==> src/rtl/stream_arb_2_1_if.sv <==
// One valid/ready stream channel carrying a data beat and a packet-final flag.
// The producer uses the master modport; the consumer uses the slave modport.
interface stream_arb_2_1_if #(
  parameter int WIDTH = 8
);
  logic [WIDTH-1:0] data;
  logic             last;
  logic             valid;
  logic             ready;

  modport master (output data, output last, output valid, input ready);
  modport slave  (input data, input last, input valid, output ready);
endinterface

==> src/rtl/stream_arb_2_1.sv <==
// Two-input round-robin stream arbiter that keeps the grant for a whole packet
// and drives the shared channel from a single registered output stage.
module stream_arb_2_1 #(
  parameter int WIDTH = 8
) (
  input  logic                    clk,
  input  logic                    rst,
  stream_arb_2_1_if.slave         in0,
  stream_arb_2_1_if.slave         in1,
  stream_arb_2_1_if.master        out_ch,
  output logic                    out_src,
  output logic                    busy
);

  typedef enum logic [1:0] {
    IDLE  = 2'd0,
    LOCK0 = 2'd1,
    LOCK1 = 2'd2
  } state_e;

  state_e           state_q, state_d;
  logic             prio_q, prio_d;
  logic             out_valid_q, out_valid_d;
  logic [WIDTH-1:0] out_data_q, out_data_d;
  logic             out_last_q, out_last_d;
  logic             out_src_q, out_src_d;

  logic space;
  logic grant0, grant1;
  logic xfer0, xfer1;

  // The output register can take a beat when empty or when it drains this cycle.
  assign space = !out_valid_q || out_ch.ready;

  always_comb begin
    grant0 = 1'b0;
    grant1 = 1'b0;
    case (state_q)
      IDLE: begin
        grant0 = in0.valid && (!prio_q || !in1.valid);
        grant1 = in1.valid && ( prio_q || !in0.valid);
      end
      LOCK0:   grant0 = 1'b1;
      LOCK1:   grant1 = 1'b1;
      default: begin
        grant0 = 1'b0;
        grant1 = 1'b0;
      end
    endcase
  end

  assign in0.ready = space && grant0;
  assign in1.ready = space && grant1;
  assign xfer0     = in0.valid && in0.ready;
  assign xfer1     = in1.valid && in1.ready;

  always_comb begin
    state_d     = state_q;
    prio_d      = prio_q;
    out_valid_d = out_valid_q;
    out_data_d  = out_data_q;
    out_last_d  = out_last_q;
    out_src_d   = out_src_q;

    if (xfer0) begin
      out_valid_d = 1'b1;
      out_data_d  = in0.data;
      out_last_d  = in0.last;
      out_src_d   = 1'b0;
      if (in0.last) begin
        state_d = IDLE;
        prio_d  = 1'b1;
      end else begin
        state_d = LOCK0;
      end
    end else if (xfer1) begin
      out_valid_d = 1'b1;
      out_data_d  = in1.data;
      out_last_d  = in1.last;
      out_src_d   = 1'b1;
      if (in1.last) begin
        state_d = IDLE;
        prio_d  = 1'b0;
      end else begin
        state_d = LOCK1;
      end
    end else if (out_valid_q && out_ch.ready) begin
      out_valid_d = 1'b0;
    end
  end

  always_ff @(posedge clk or posedge rst) begin
    if (rst) begin
      state_q     <= IDLE;
      prio_q      <= 1'b0;
      out_valid_q <= 1'b0;
      out_data_q  <= '0;
      out_last_q  <= 1'b0;
      out_src_q   <= 1'b0;
    end else begin
      state_q     <= state_d;
      prio_q      <= prio_d;
      out_valid_q <= out_valid_d;
      out_data_q  <= out_data_d;
      out_last_q  <= out_last_d;
      out_src_q   <= out_src_d;
    end
  end

  assign out_ch.valid = out_valid_q;
  assign out_ch.data  = out_data_q;
  assign out_ch.last  = out_last_q;
  assign out_src      = out_src_q;
  assign busy         = (state_q == LOCK0) || (state_q == LOCK1);

endmodule

==> src/flat_wrapper.sv <==
// flat-port wrapper written by rule: the top's interface ports become plain ports
module stream_arb_2_1_flat 
#(
  parameter int WIDTH = 8
)
  (clk, rst, out_src, busy, in0_data, in0_last, in0_valid, in0_ready, in1_data, in1_last, in1_valid, in1_ready, out_ch_data, out_ch_last, out_ch_valid, out_ch_ready);
  stream_arb_2_1_if #(.WIDTH(WIDTH)) in0_i ();
  stream_arb_2_1_if #(.WIDTH(WIDTH)) in1_i ();
  stream_arb_2_1_if #(.WIDTH(WIDTH)) out_ch_i ();
  input  logic clk;
  input  logic rst;
  output logic out_src;
  output logic busy;
  input wire logic [$bits(in0_i.data)-1:0] in0_data;
  input wire logic [$bits(in0_i.last)-1:0] in0_last;
  input wire logic [$bits(in0_i.valid)-1:0] in0_valid;
  output wire logic [$bits(in0_i.ready)-1:0] in0_ready;
  input wire logic [$bits(in1_i.data)-1:0] in1_data;
  input wire logic [$bits(in1_i.last)-1:0] in1_last;
  input wire logic [$bits(in1_i.valid)-1:0] in1_valid;
  output wire logic [$bits(in1_i.ready)-1:0] in1_ready;
  output wire logic [$bits(out_ch_i.data)-1:0] out_ch_data;
  output wire logic [$bits(out_ch_i.last)-1:0] out_ch_last;
  output wire logic [$bits(out_ch_i.valid)-1:0] out_ch_valid;
  input wire logic [$bits(out_ch_i.ready)-1:0] out_ch_ready;
  assign in0_i.data = in0_data;
  assign in0_i.last = in0_last;
  assign in0_i.valid = in0_valid;
  assign in0_ready = in0_i.ready;
  assign in1_i.data = in1_data;
  assign in1_i.last = in1_last;
  assign in1_i.valid = in1_valid;
  assign in1_ready = in1_i.ready;
  assign out_ch_data = out_ch_i.data;
  assign out_ch_last = out_ch_i.last;
  assign out_ch_valid = out_ch_i.valid;
  assign out_ch_i.ready = out_ch_ready;
  stream_arb_2_1 #(.WIDTH(WIDTH)) u_core (.clk(clk), .rst(rst), .in0(in0_i), .in1(in1_i), .out_ch(out_ch_i), .out_src(out_src), .busy(busy));
endmodule
==> config.mk <==
export PLATFORM = sky130hd
export DESIGN_NAME = stream_arb_2_1_flat
export DESIGN_NICKNAME = d
export VERILOG_FILES = /design/src/rtl/stream_arb_2_1_if.sv /design/src/rtl/stream_arb_2_1.sv /design/src/flat_wrapper.sv
export SDC_FILE = /design/constraint.sdc
export NUM_CORES = 1
export LEC_CHECK = 0
export ABC_CLOCK_PERIOD_IN_PS = 1800
export CORE_ASPECT_RATIO = 0.7
export CORE_UTILIZATION = 35
export CTS_CLUSTER_DIAMETER = 30
export DETAILED_ROUTE_END_ITERATION = 8
export GPL_TIMING_DRIVEN = 0
export PLACE_DENSITY = 0.7
export SLEW_MARGIN = 25
export SYNTH_ARGS = -nofsm -noshare
export SYNTH_HDL_FRONTEND = slang
export SYNTH_SLANG_ARGS = --single-unit
==> constraint.sdc <==
create_clock -name clk -period 1.8 [get_ports clk]
set_clock_uncertainty 0.1 [all_clocks]
set_input_delay 0.45 -clock clk [delete_from_list [all_inputs] [get_ports clk]]
set_output_delay 0.45 -clock clk [all_outputs]
set_load 0.02 [all_outputs]
-- Word level (Yosys, flattened, before mapping)
Cells that the tools add are included.
- add/sub/neg operators: 0
- multiply operators: 0
- divide/modulo/power cells: 0
- $lt $le $gt $ge: 0
- equality and inequality tests: 3
- shift operators: 0
- muxes and demuxes: 19
- bitwise gates (word level): 0
- reductions and logical operators: 20
- operators with widths (operator ; number):
    2-to-1 mux 8 bit ; 2
    2-to-1 mux 1 bit ; 12
    logical AND 1 bit ; 7
    2-to-1 mux 2 bit ; 3
    logical NOT 1 bit ; 4
    logical OR 1 bit ; 4
    case mux 1 bit (2 select lines) ; 2
    nonzero test 2 bit ; 2
    AND reduction 3 bit ; 1
    nonzero test 3 bit ; 1
    equality test 2 x 1 -> 1 bit (second input constant) ; 1
    equality test 2 bit (second input constant) ; 1
    logical NOT 2 bit ; 1
    != test 2 bit (second input constant) ; 1
- flip-flop bits (word level): 14
- latch bits: 0
- bits in writable memories: 0
- ROM bits: 0
- input bits: 23
- output and inout bits: 14
- logic and storage cells: 48
- memories kept: 0

-- Depth between registers and ports, before layout
- depth in word-level cells: 8
- depth in mapped cells: 7
- gate-level depth less buffers: 6

-- Least setup slack after synthesis
Ideal clock, no wire load.
- kind: reg2out
- start point: register u_core.state_q[0]
- end point: output port in0_ready
- data arrival time: 1277 ps
- required time: 1250 ps
- setup slack: -27 ps
- cell stages (with the launch flop): 6
- path buffers: 0
- cell sequence: dfrtp_1 inv_1 ha_1 a21boi_2 a21oi_1 nor2_1
- cells in the longest elaborated chain, start to end: 3
- elaborated cells on any way between the ends: 4
- those cells by class: eq/ne: 1; mux: 1; reduce/logical: 2
- RTL lines (what ; RTL line ; RTL):
    start, declared ; stream_arb_2_1.sv:21 ; state_e state_q, state_d;
    start signal, assigned ; stream_arb_2_1.sv:101 ; state_q <= state_d;
    equality test 2 x 1 -> 1 bit / logical NOT 2 bit (equally long branches) ; stream_arb_2_1.sv:38 ; case (state_q)
    case mux 1 bit (2 select lines) (*) ; stream_arb_2_1.sv:38 ;
    logical AND 1 bit (*) ; stream_arb_2_1.sv:52 ; assign in0.ready = space && grant0;
    end, declared ; flat_wrapper.sv:17 ; output wire logic [$bits(in0_i.ready)-1:0] in0_ready;
Mark *: on every way between the ends. The rest lies on a longest branch, timed or not.

-- Worst setup path after layout
- start point: register u_core.state_q[1]
- end point: output port in1_ready
- cells in the longest elaborated chain, start to end: 3
- elaborated cells on any way between the ends: 4
- those cells by class: eq/ne: 1; mux: 1; reduce/logical: 2
- RTL lines (what ; RTL line ; RTL):
    equality test 2 bit / logical NOT 2 bit (equally long branches) ; stream_arb_2_1.sv:38 ;
    case mux 1 bit (2 select lines) (*) ; stream_arb_2_1.sv:38 ;
    logical AND 1 bit (*) ; stream_arb_2_1.sv:53 ; assign in1.ready = space && grant1;
    end, declared ; flat_wrapper.sv:21 ; output wire logic [$bits(in1_i.ready)-1:0] in1_ready;
Marks and branches as above.

==> flow_metrics.tcl <==
set metrics [dict create \
    synth_cells 74 \
    setup_viol 2 \
    cts_buffer_depth 2 \
    rsz0062_at_grt "yes" \
    finalHoldViolCount 0 \
    rows 13 \
    p_leak_nw 0.724 \
    die_x_um 57.6 \
    root_buffer "clkbuf_4" \
    cp.required_ns 1.25 \
    syn-num-nets 100 \
    synth-edff-count 0 \
    power_mw 0.614 \
    gp_congestion 0.779 \
    layout.cells.non_filler 149 \
    synth_warnings 0 \
    synth_compound_area_share_pct 24.0 \
    grt_pass1_wl_mm 3.11 \
    core_area_mm2 0.00195 \
    power_density_mw_per_mm2 465 \
    cp.arrival_ns 1.40 \
    tightest_slew_ns 0.552 \
    start_kind "flop" \
    drt_wl_total_mm 2.12 \
    synthTopCellsByCount "14 x dfrtp_1, 12 x a21oi_1, 11 x nor2_1" \
    firstDrtPassIters 5 \
    viasPerCell 4.99 \
    fin_crit_sh_pct 109 \
    status "finished, violations left" \
    synthSimpleGateAreaFrac_pct 9.75 \
    holdPathStages 1 \
    synth_top_area_share_pct 46.3 \
    drv_cap 0 \
    cp-end-kind "output port" \
    grt_usage_pct 18.5 \
    synth-seq-cells 14 \
    clkTransAtPathRegs_ns 0.09 \
    wl_per_cell_um 14.2 \
    crit_path_max_fanout 3 \
    netlist-cell-type-count 24 \
    die_h_um 40.9 \
    fin_ws_ns -0.155 \
    dominantRegCellSynth "dfrtp_1" \
    synthXorXnorAreaFrac_pct 0 \
    violations "design-rule violations, negative setup slack" \
    path_class "reg -> out" \
    synth_top_family_by_area "compound AO/OA/AOI/OAI gates" \
    yosysTopAreaCell "dfrtp_1" \
    fmax_mhz 512 \
    worstHoldPathType "reg -> reg" \
    synth_area_leaders "dfrtp_1 46%, mux2i_1 11%, a21oi_1 7.9%, nor2_1 5.5%, ha_1 5.0%" \
    synth_area_per_cell_um2 10.2 \
    synth_fa_ha_area_share_pct 4.96 \
    layout.nets 154 \
    final-seq-area_um2 350 \
    synth_area_um2 757 \
    place_inst 132 \
    seq_area_frac_synth_pct 46.3 \
    grt_max_degree 15 \
    numCtsBuffers 3 \
    slew_headroom_pct 63.2 \
    hpwl_mm 1.37 \
    overflow 0 \
    muxShareOfSynthArea_pct 10.6 \
    clk-insertion-delay-late_ns 0.28 \
    htreeDepth 1 \
    async_flop_share_pct 100 \
    reg2reg_depth 9 \
    multiInputGateArea_um2 427 \
    finalMaxSlewViolations 0 \
    grt_pass1_vias 729 \
    start_util_pct 38.8 \
    antenna_found_initial 0 \
    cts_hold_buf 0 \
    layout_min_cycle_time_ns 1.95 \
    io_buffers 36 \
    drt_iter0_drc 15 \
    n_antenna_cell 0 \
    synth.most_common_cell "dfrtp_1" \
    drive_above_1_share_pct 26.8 \
    drc 3 \
    routed-via-count 743 \
    ant_nets 0 \
    num-fill-cells 160 \
    area_growth_pct 74.4 \
    io_pins 37 \
    clock_sinks 14 \
    cts_tree "yes" \
    dieArea_mm2 0.00236 \
    vdd_drop_max_mv 0.364 \
]
==> final cells by class <==
class,count,area share (%)
multi-input cells,54,32.3
clock buffers,4,2.75
inverters,4,1.14
plain buffers,2,1.42
well taps,22,2.09
repair buffers,49,33.7
flip-flops and latches,14,26.5
==> flip-flops by register name, summed over array words and instances, names as in the netlist <==
register / cells
u_core.out_ch.data: 8
u_core.out_ch.last: 1
u_core.out_ch.valid: 1
u_core.out_src: 1
u_core.prio_q: 1
u_core.state_q: 2
==> layer usage <==
| layer | track usage [%] | vias to the layer above | part of all wire (%) | wire length [um] |
|---|---|---|---|---|
| met5 | 0 | - | 0 | 0 |
| met4 | 3.05 | 0 | 0 | 0 |
| met3 | 8.83 | 0 | 8.7 | 184 |
| met2 | 36.0 | 27 | 50 | 1050 |
| met1 | 19.3 | 345 | 42 | 883 |
| li1 | - | 371 | - | - |
==> power by group <==
group / internal [mW] / switching (mW)
Combinational: 0.0455 / 0.0240
Clock: 0.123 / 0.108
Sequential: 0.314 / 0
==> logic make-up after synthesis <==
group	after synthesis
AO/OA/AOI/OAI	26
adder cells (fa/ha/maj)	3
buffers and inverters	6
flip-flops	14
multiplexers	8
AND/OR/NAND/NOR	17
==> stage by stage <==
| stage | worst slack, ns | cell area (um^2) | TNS [ns] | hold slack [ns] | util (%) |
|---|---|---|---|---|---|
| 2_1_floorplan | 0.0502 | 759 | 0 | 0.239 | - |
| 3_3_place_gp | -0.728 | 1150 | -5.34 | 0.374 | 58.8 |
| 3_5_place_dp | -0.744 | 1150 | -5.31 | 0.380 | 58.8 |
| 4_1_cts | -0.178 | 1270 | -0.334 | 0.401 | 64.9 |
| 5_1_grt | -0.233 | 1320 | -0.606 | 0.412 | 67.6 |
| 6_report | -0.155 | 1320 | -0.309 | 0.391 | 67.6 |
==> critical path, stage by stage, from the launching register on <==
cell and delay [ns]:
dfrtp_1 0.38, inv_2 0.07, ha_4 0.16, buf_4 0.14, a31oi_4 0.16, nor2_1 0.05
buf_4 0.16
==> worst paths after layout <==
check	startpoint	to	slack, ns
setup / recovery	u_core.state_q[1]	in1_ready	-0.15
hold reg to reg	u_core.out_src	u_core.out_src	0.39
setup reg to reg	u_core.state_q[1]	u_core.prio_q	0.01
min in group asynchronous	rst	u_core.out_src	0.41
max in group asynchronous	rst	u_core.out_ch.data[3]	0.82
hold / removal	u_core.out_src	u_core.out_src	0.39
==> cell usage in the layout (no fill, tap or decap) <==
cell type / n
ha_4: 1
clkdlybuf4s15_1: 1
mux2i_1: 8
a21boi_4: 1
o22a_1: 1
buf_6: 3
o211ai_4: 1
inv_1: 2
nor2_2: 1
nor2_1: 10
o22ai_1: 1
nor2b_2: 1
a21oi_2: 1
dlymetal6s2s_1: 2
a31oi_4: 1
nand2b_1: 2
o21ai_0: 1
clkbuf_8: 1
buf_2: 2
clkdlybuf4s50_1: 20
dlygate4sd2_1: 10
clkbuf_4: 3
o21a_1: 2
o21ai_1: 2
a21oi_4: 1
nand3_1: 2
dfrtp_1: 14
o21ai_2: 1
nand2_1: 1
ha_2: 1
a21bo_1: 1
ha_1: 1
o311a_1: 1
buf_4: 13
a21oi_1: 11
inv_2: 2
==> repair_timing <==
item                       4_1_cts  5_1_grt
setup endpoints to repair       22       16
setup buffers                    8        4
resized for setup               35        6
pin swaps                        5        6
cloned                           0        1
Power figures use the tool's default switching activity.
==> RTL edit 1: new RTL, same settings <==
Reset style: synchronous (`rst`), changed in one clocked block.
--- a/src/rtl/stream_arb_2_1.sv
+++ b/src/rtl/stream_arb_2_1.sv
@@ -89,7 +89,7 @@
     end
   end
 
-  always_ff @(posedge clk or posedge rst) begin
+  always_ff @(posedge clk) begin
     if (rst) begin
       state_q     <= IDLE;
       prio_q      <= 1'b0;
Function: differs if rst is asserted again (counterexample within 4 cycles, from zero or initial values and one cycle with rst high); with rst held inactive, the same outputs for 10 cycles.
==> RTL edit 1 against the original RTL <==
The run still ends with design-rule violations, negative setup slack left; setup slack better by 0.076 ns; area after synthesis fell by 1.8%; cell area shrank 6.2%; routed wire length fell by 6.6%; critical path depth stayed put; sequential cell count stayed put; first-iteration DRC count down 6.7%; critical path type unchanged.
Power is not compared: it rests on default switching activity, and its combinational part moved more than twofold at a synthesized area within 25%.
==> RTL edit 1: results (changes against the original RTL) <==
status: finished, violations left (unchanged)
failing checks: design-rule violations, negative setup slack (unchanged)
R2R Setup Slk: -0.04 ns (was 0.01 ns)
Slowest Stage Delay on Critical Path: 0.35 ns (was 0.38 ns)
dpl cells: 135 (was 132)
r2r endpoint: u_core.out_ch.last$_SDFFE_PP0P_ (was u_core.prio_q$_DFFE_PP0P_)
R2R depth: 8 (was 9)
post_cts resized: 29 (was 35)
met1 wire length: 937 microns (was 883 microns)
M2 GR Usage: 0.2824 (was 0.3605)
number of setup violations in the final report: 2 (unchanged)
crit path DAT: 1.33 ns (was 1.40 ns)
worst slew pin tran: 0.5139 ns (was 0.5520 ns)
routed wl met3: 146 microns (was 184 microns)
largest net degree at the start of global routing: 11 (was 15)
Yosys cell types: 28 (was 24)
initial DRC count: 14 (was 15)
Post-Route WL: 1981 microns (was 2120 microns)
Avg WL per Cell: 13.66 microns (was 14.23 microns)
post-DP HPWL: 1424 microns (was 1372 microns)
GRT Total Usage: 0.1791 (was 0.1854)
CP Max Fanout: 4 (was 3)
most instantiated cells after synthesis: 14 x dfxtp_1, 10 x nor2_1, 8 x mux2i_1, 7 x a211oi_1 (was 14 x dfrtp_1, 12 x a21oi_1, 11 x nor2_1, 8 x mux2i_1, 4 x inv_1)
GRT met3 Usage: 0.07742 (was 0.08833)
first-pass GRT wire length: 2973 microns (was 3111 microns)
final hold slack: 0.3646 ns (was 0.3908 ns)
Min-Delay Endpoint: u_core.out_src$_SDFFE_PP0P_ (was u_core.out_src$_DFFE_PP0P_)
HP Start: u_core.out_src$_SDFFE_PP0P_ (was u_core.out_src$_DFFE_PP0P_)
vias in the first global route: 642 (was 729)
share of post-route cells with drive strength above 1: 0.2358 (was 0.2677)
drt drc: 6 (was 3)
drt first pass iters: 6 (was 5)
top sig layer: met4 (was met3)
reg2reg start: u_core.state_q[0]$_SDFFE_PP0P_ (was u_core.state_q[1]$_DFFE_PP0P_)
final setup margin: -0.07921 ns (was -0.1547 ns)
post-CTS setup buffer count: 4 (was 8)
Critical-path top delay cell: dfxtp_2 (was dfrtp_1)
==> RTL edit 1: cell count changes after synthesis, moves of 2 or more <==
cell,unedited run,this run
dfxtp_1,0,14
a211oi_1,0,7
dfrtp_1,14,0
nor3b_1,0,2
o21a_1,2,0
a21oi_1,12,4
==> RTL edit 1: worst max path at each step <==
| stage | startpoint | endpoint | slack (ns) | cells after the start |
|---|---|---|---|---|
| after floorplan | u_core.state_q[1]$_SDFFE_PP0P_ | in0_ready | 0.08 | 5 |
| after global placement | in1_valid | in0_ready | -0.70 | 5 |
| after detailed placement | in1_valid | in0_ready | -0.70 | 5 |
| after CTS | u_core.state_q[0]$_SDFFE_PP0P_ | in0_ready | -0.08 | 6 |
| after global routing | u_core.state_q[0]$_SDFFE_PP0P_ | in0_ready | -0.14 | 6 |
| final | u_core.state_q[0]$_SDFFE_PP0P_ | in0_ready | -0.08 | 6 |
==> RTL edit 1: cells by family after synthesis <==
kind of cell | Yosys count | synth area share
compound gates | 25 | 0.2778
fa+ha+maj | 3 | 0.05051
buf+inv | 7 | 0.05554
flops | 14 | 0.3771
mux | 8 | 0.1077
simple gates | 20 | 0.1313
==> RTL edit 1: final cells by class <==
class,instances,area [sq um]
buffer,3,26.28
fill,162,680.7
timing repair buffer,42,397.9
inverter,4,20.02
multi-input combinational,56,447.9
sequential,14,282.8
clock buffer,4,36.28
tap,22,27.53
==> RTL edit 1: power groups by stage <==
| stage | clock network (mW) | logic (mW) | registers [mW] |
|---|---|---|---|
| 2_1_floorplan | 0 | 0.179 | 0.414 |
| 3_3_place_gp | 0 | 0.379 | 0.374 |
| 3_5_place_dp | 0 | 0.382 | 0.376 |
| 4_1_cts | 0.244 | 0.388 | 0.370 |
| 5_1_grt | 0.256 | 0.423 | 0.375 |
| 6_report | 0.234 | 0.394 | 0.370 |
==> RTL edit 2: new RTL, config.mk and constraints unchanged <==
Without the edit above. `WIDTH` is set to 8 in 3 places; all go to 12.
--- a/src/rtl/stream_arb_2_1_if.sv
+++ b/src/rtl/stream_arb_2_1_if.sv
@@ -1,7 +1,7 @@
 // One valid/ready stream channel carrying a data beat and a packet-final flag.
 // The producer uses the master modport; the consumer uses the slave modport.
 interface stream_arb_2_1_if #(
-  parameter int WIDTH = 8
+  parameter int WIDTH = 12
 );
   logic [WIDTH-1:0] data;
   logic             last;
--- a/src/rtl/stream_arb_2_1.sv
+++ b/src/rtl/stream_arb_2_1.sv
@@ -1,7 +1,7 @@
 // Two-input round-robin stream arbiter that keeps the grant for a whole packet
 // and drives the shared channel from a single registered output stage.
 module stream_arb_2_1 #(
-  parameter int WIDTH = 8
+  parameter int WIDTH = 12
 ) (
   input  logic                    clk,
   input  logic                    rst,
--- a/src/flat_wrapper.sv
+++ b/src/flat_wrapper.sv
@@ -1,7 +1,7 @@
 // flat-port wrapper written by rule: the top's interface ports become plain ports
 module stream_arb_2_1_flat 
 #(
-  parameter int WIDTH = 8
+  parameter int WIDTH = 12
 )
   (clk, rst, out_src, busy, in0_data, in0_last, in0_valid, in0_ready, in1_data, in1_last, in1_valid, in1_ready, out_ch_data, out_ch_last, out_ch_valid, out_ch_ready);
   stream_arb_2_1_if #(.WIDTH(WIDTH)) in0_i ();
Ports: changed (resized in0_data, in1_data and out_ch_data); port bits go from 37 to 49. The function was not compared with the original's and may differ.
==> RTL edit 2 against the original RTL <==
The flow finishes with violations (negative setup slack); sequential cell count rose by 4; cell area rose by 30%; power rose by 26%; setup slack improved by 0.039 ns; non-clock buffer count rose by 14; count of clock-buffer cells in the layout fell by 1; routed wire length rose by 25%; clock power rose by 20%; area after synthesis rose by 24%.
==> RTL edit 2: results (changes against the original RTL) <==
status: finished, violations left (unchanged)
failing checks: negative setup slack (was design-rule violations, negative setup slack)
post_cts resized: 25 (was 35)
max reg flops: 12 (was 8)
sum of negative setup slack: -0.2732 ns (was -0.3090 ns)
Logic pwr share: 0.119 (was 0.113)
first-pass GRT wire length: 3919 microns (was 3111 microns)
Worst Setup EP: in0_ready (was in1_ready)
NetSw: 0.1591 mW (was 0.1317 mW)
net count after synthesis: 126 (was 100)
share of post-route cells with drive strength above 1: 0.2372 (was 0.2677)
largest net degree at the start of global routing: 19 (was 15)
reg2reg start: u_core.state_q[0]$_DFFE_PP0P_ (was u_core.state_q[1]$_DFFE_PP0P_)
Yosys cell types: 23 (was 24)
final hold slack: 0.3909 ns (was 0.3908 ns)
DP Worst Slack: -0.7134 ns (was -0.7441 ns)
Post-Route WL: 2643 microns (was 2120 microns)
synth top area cells: dfrtp_1 48%, mux2i_1 13%, a21oi_1 8.5% (was dfrtp_1 46%, mux2i_1 11%, a21oi_1 7.9%)
Critical-path top delay cell: dfrtp_1 (unchanged)
port bufs: 48 (was 36)
worst vdd ir: 415.4 uV (was 364.4 uV)
post-CTS setup buffer count: 10 (was 8)
CTS root buffer: clkbuf_8 (was clkbuf_4)
R2R depth: 9 (unchanged)
worst relative slew slack: 0.5497 (was 0.6316)
post-synthesis mux area share: 0.1277 (was 0.1058)
drt first pass iters: 3 (was 5)
Synth async-reset ratio: 1.000 (unchanged)
placed standard-cell area: 1464 sq um (was 1147 sq um)
clock latency on the worst-skew pair: 0.25 ns (was 0.28 ns)
initial DRC count: 38 (was 15)
post-layout net count: 192 (was 154)
Slowest Stage Delay on Critical Path: 0.40 ns (was 0.38 ns)
GP Congestion: 0.7874 (was 0.7791)
r2r endpoint: u_core.out_ch.last$_DFFE_PP0P_ (was u_core.prio_q$_DFFE_PP0P_)
most instantiated cells after synthesis: 18 x dfrtp_1, 16 x a21oi_1, 15 x nor2_1, 12 x mux2i_1, 4 x inv_1 (was 14 x dfrtp_1, 12 x a21oi_1, 11 x nor2_1, 8 x mux2i_1, 4 x inv_1)
CP Max Fanout: 2 (was 3)
P_leak: 0.9692 nW (was 0.7242 nW)
Power Clock: 0.278 mW (was 0.231 mW)
post-DP HPWL: 1822 microns (was 1372 microns)
fillcell total: 207 (was 160)
sequential share of the synthesized area: 0.4787 (was 0.4628)
GRT Total Usage: 0.1826 (was 0.1854)
R2R Setup Slk: -0.03 ns (was 0.01 ns)
final setup margin: -0.1158 ns (was -0.1547 ns)
Clk pin slew, worst setup/hold paths: 0.07 ns (was 0.09 ns)
vias in the first global route: 868 (was 729)
via count: 926 (was 743)
clk buf depth: 2 (unchanged)
fin cells: 190 (was 149)
Adder-Cell Fraction of Synth Area: 0.03989 (was 0.04959)
dpl cells: 174 (was 132)
crit path DAT: 1.37 ns (was 1.40 ns)
Synth Area in Compound Gates: 0.2088 (was 0.2397)
Comb. pwr: 0.0925 mW (was 0.0695 mW)
Synth Instances: 92 (was 74)
number of setup violations in the final report: 8 (was 2)
-- RTL edit 2: cell types whose count changed in the layout (fill, tap and decap cells not counted), moves of 2 or more --
cell,unedited run,this run
buf_2,2,0
nor2_1,10,14
dfrtp_1,14,18
mux2i_1,8,12
dlymetal6s2s_1,2,7
clkdlybuf4s50_1,20,35
clkbuf_4,3,0
a21oi_1,11,15
clkbuf_8,1,3
dlygate4sd2_1,10,3
-- RTL edit 2: area by class of cell --
cell class	instances	area, sq um	area share
sequential	18	450.4	0.2632
timing repair buffer	61	615.6	0.3596
clock buffer	3	41.29	0.02412
tap	34	42.54	0.02485
multi-input combinational	66	505.5	0.2953
buffer	4	41.29	0.02412
inverter	4	15.01	0.008772
-- RTL edit 2: routing by layer --
layer  share of wire  track usage  up-vias
met5               0            0        -
met4          0.0030      0.04091        0
met3           0.071      0.06500        2
met2            0.50       0.3128       30
met1            0.42       0.2256      440
li1                -            -      454
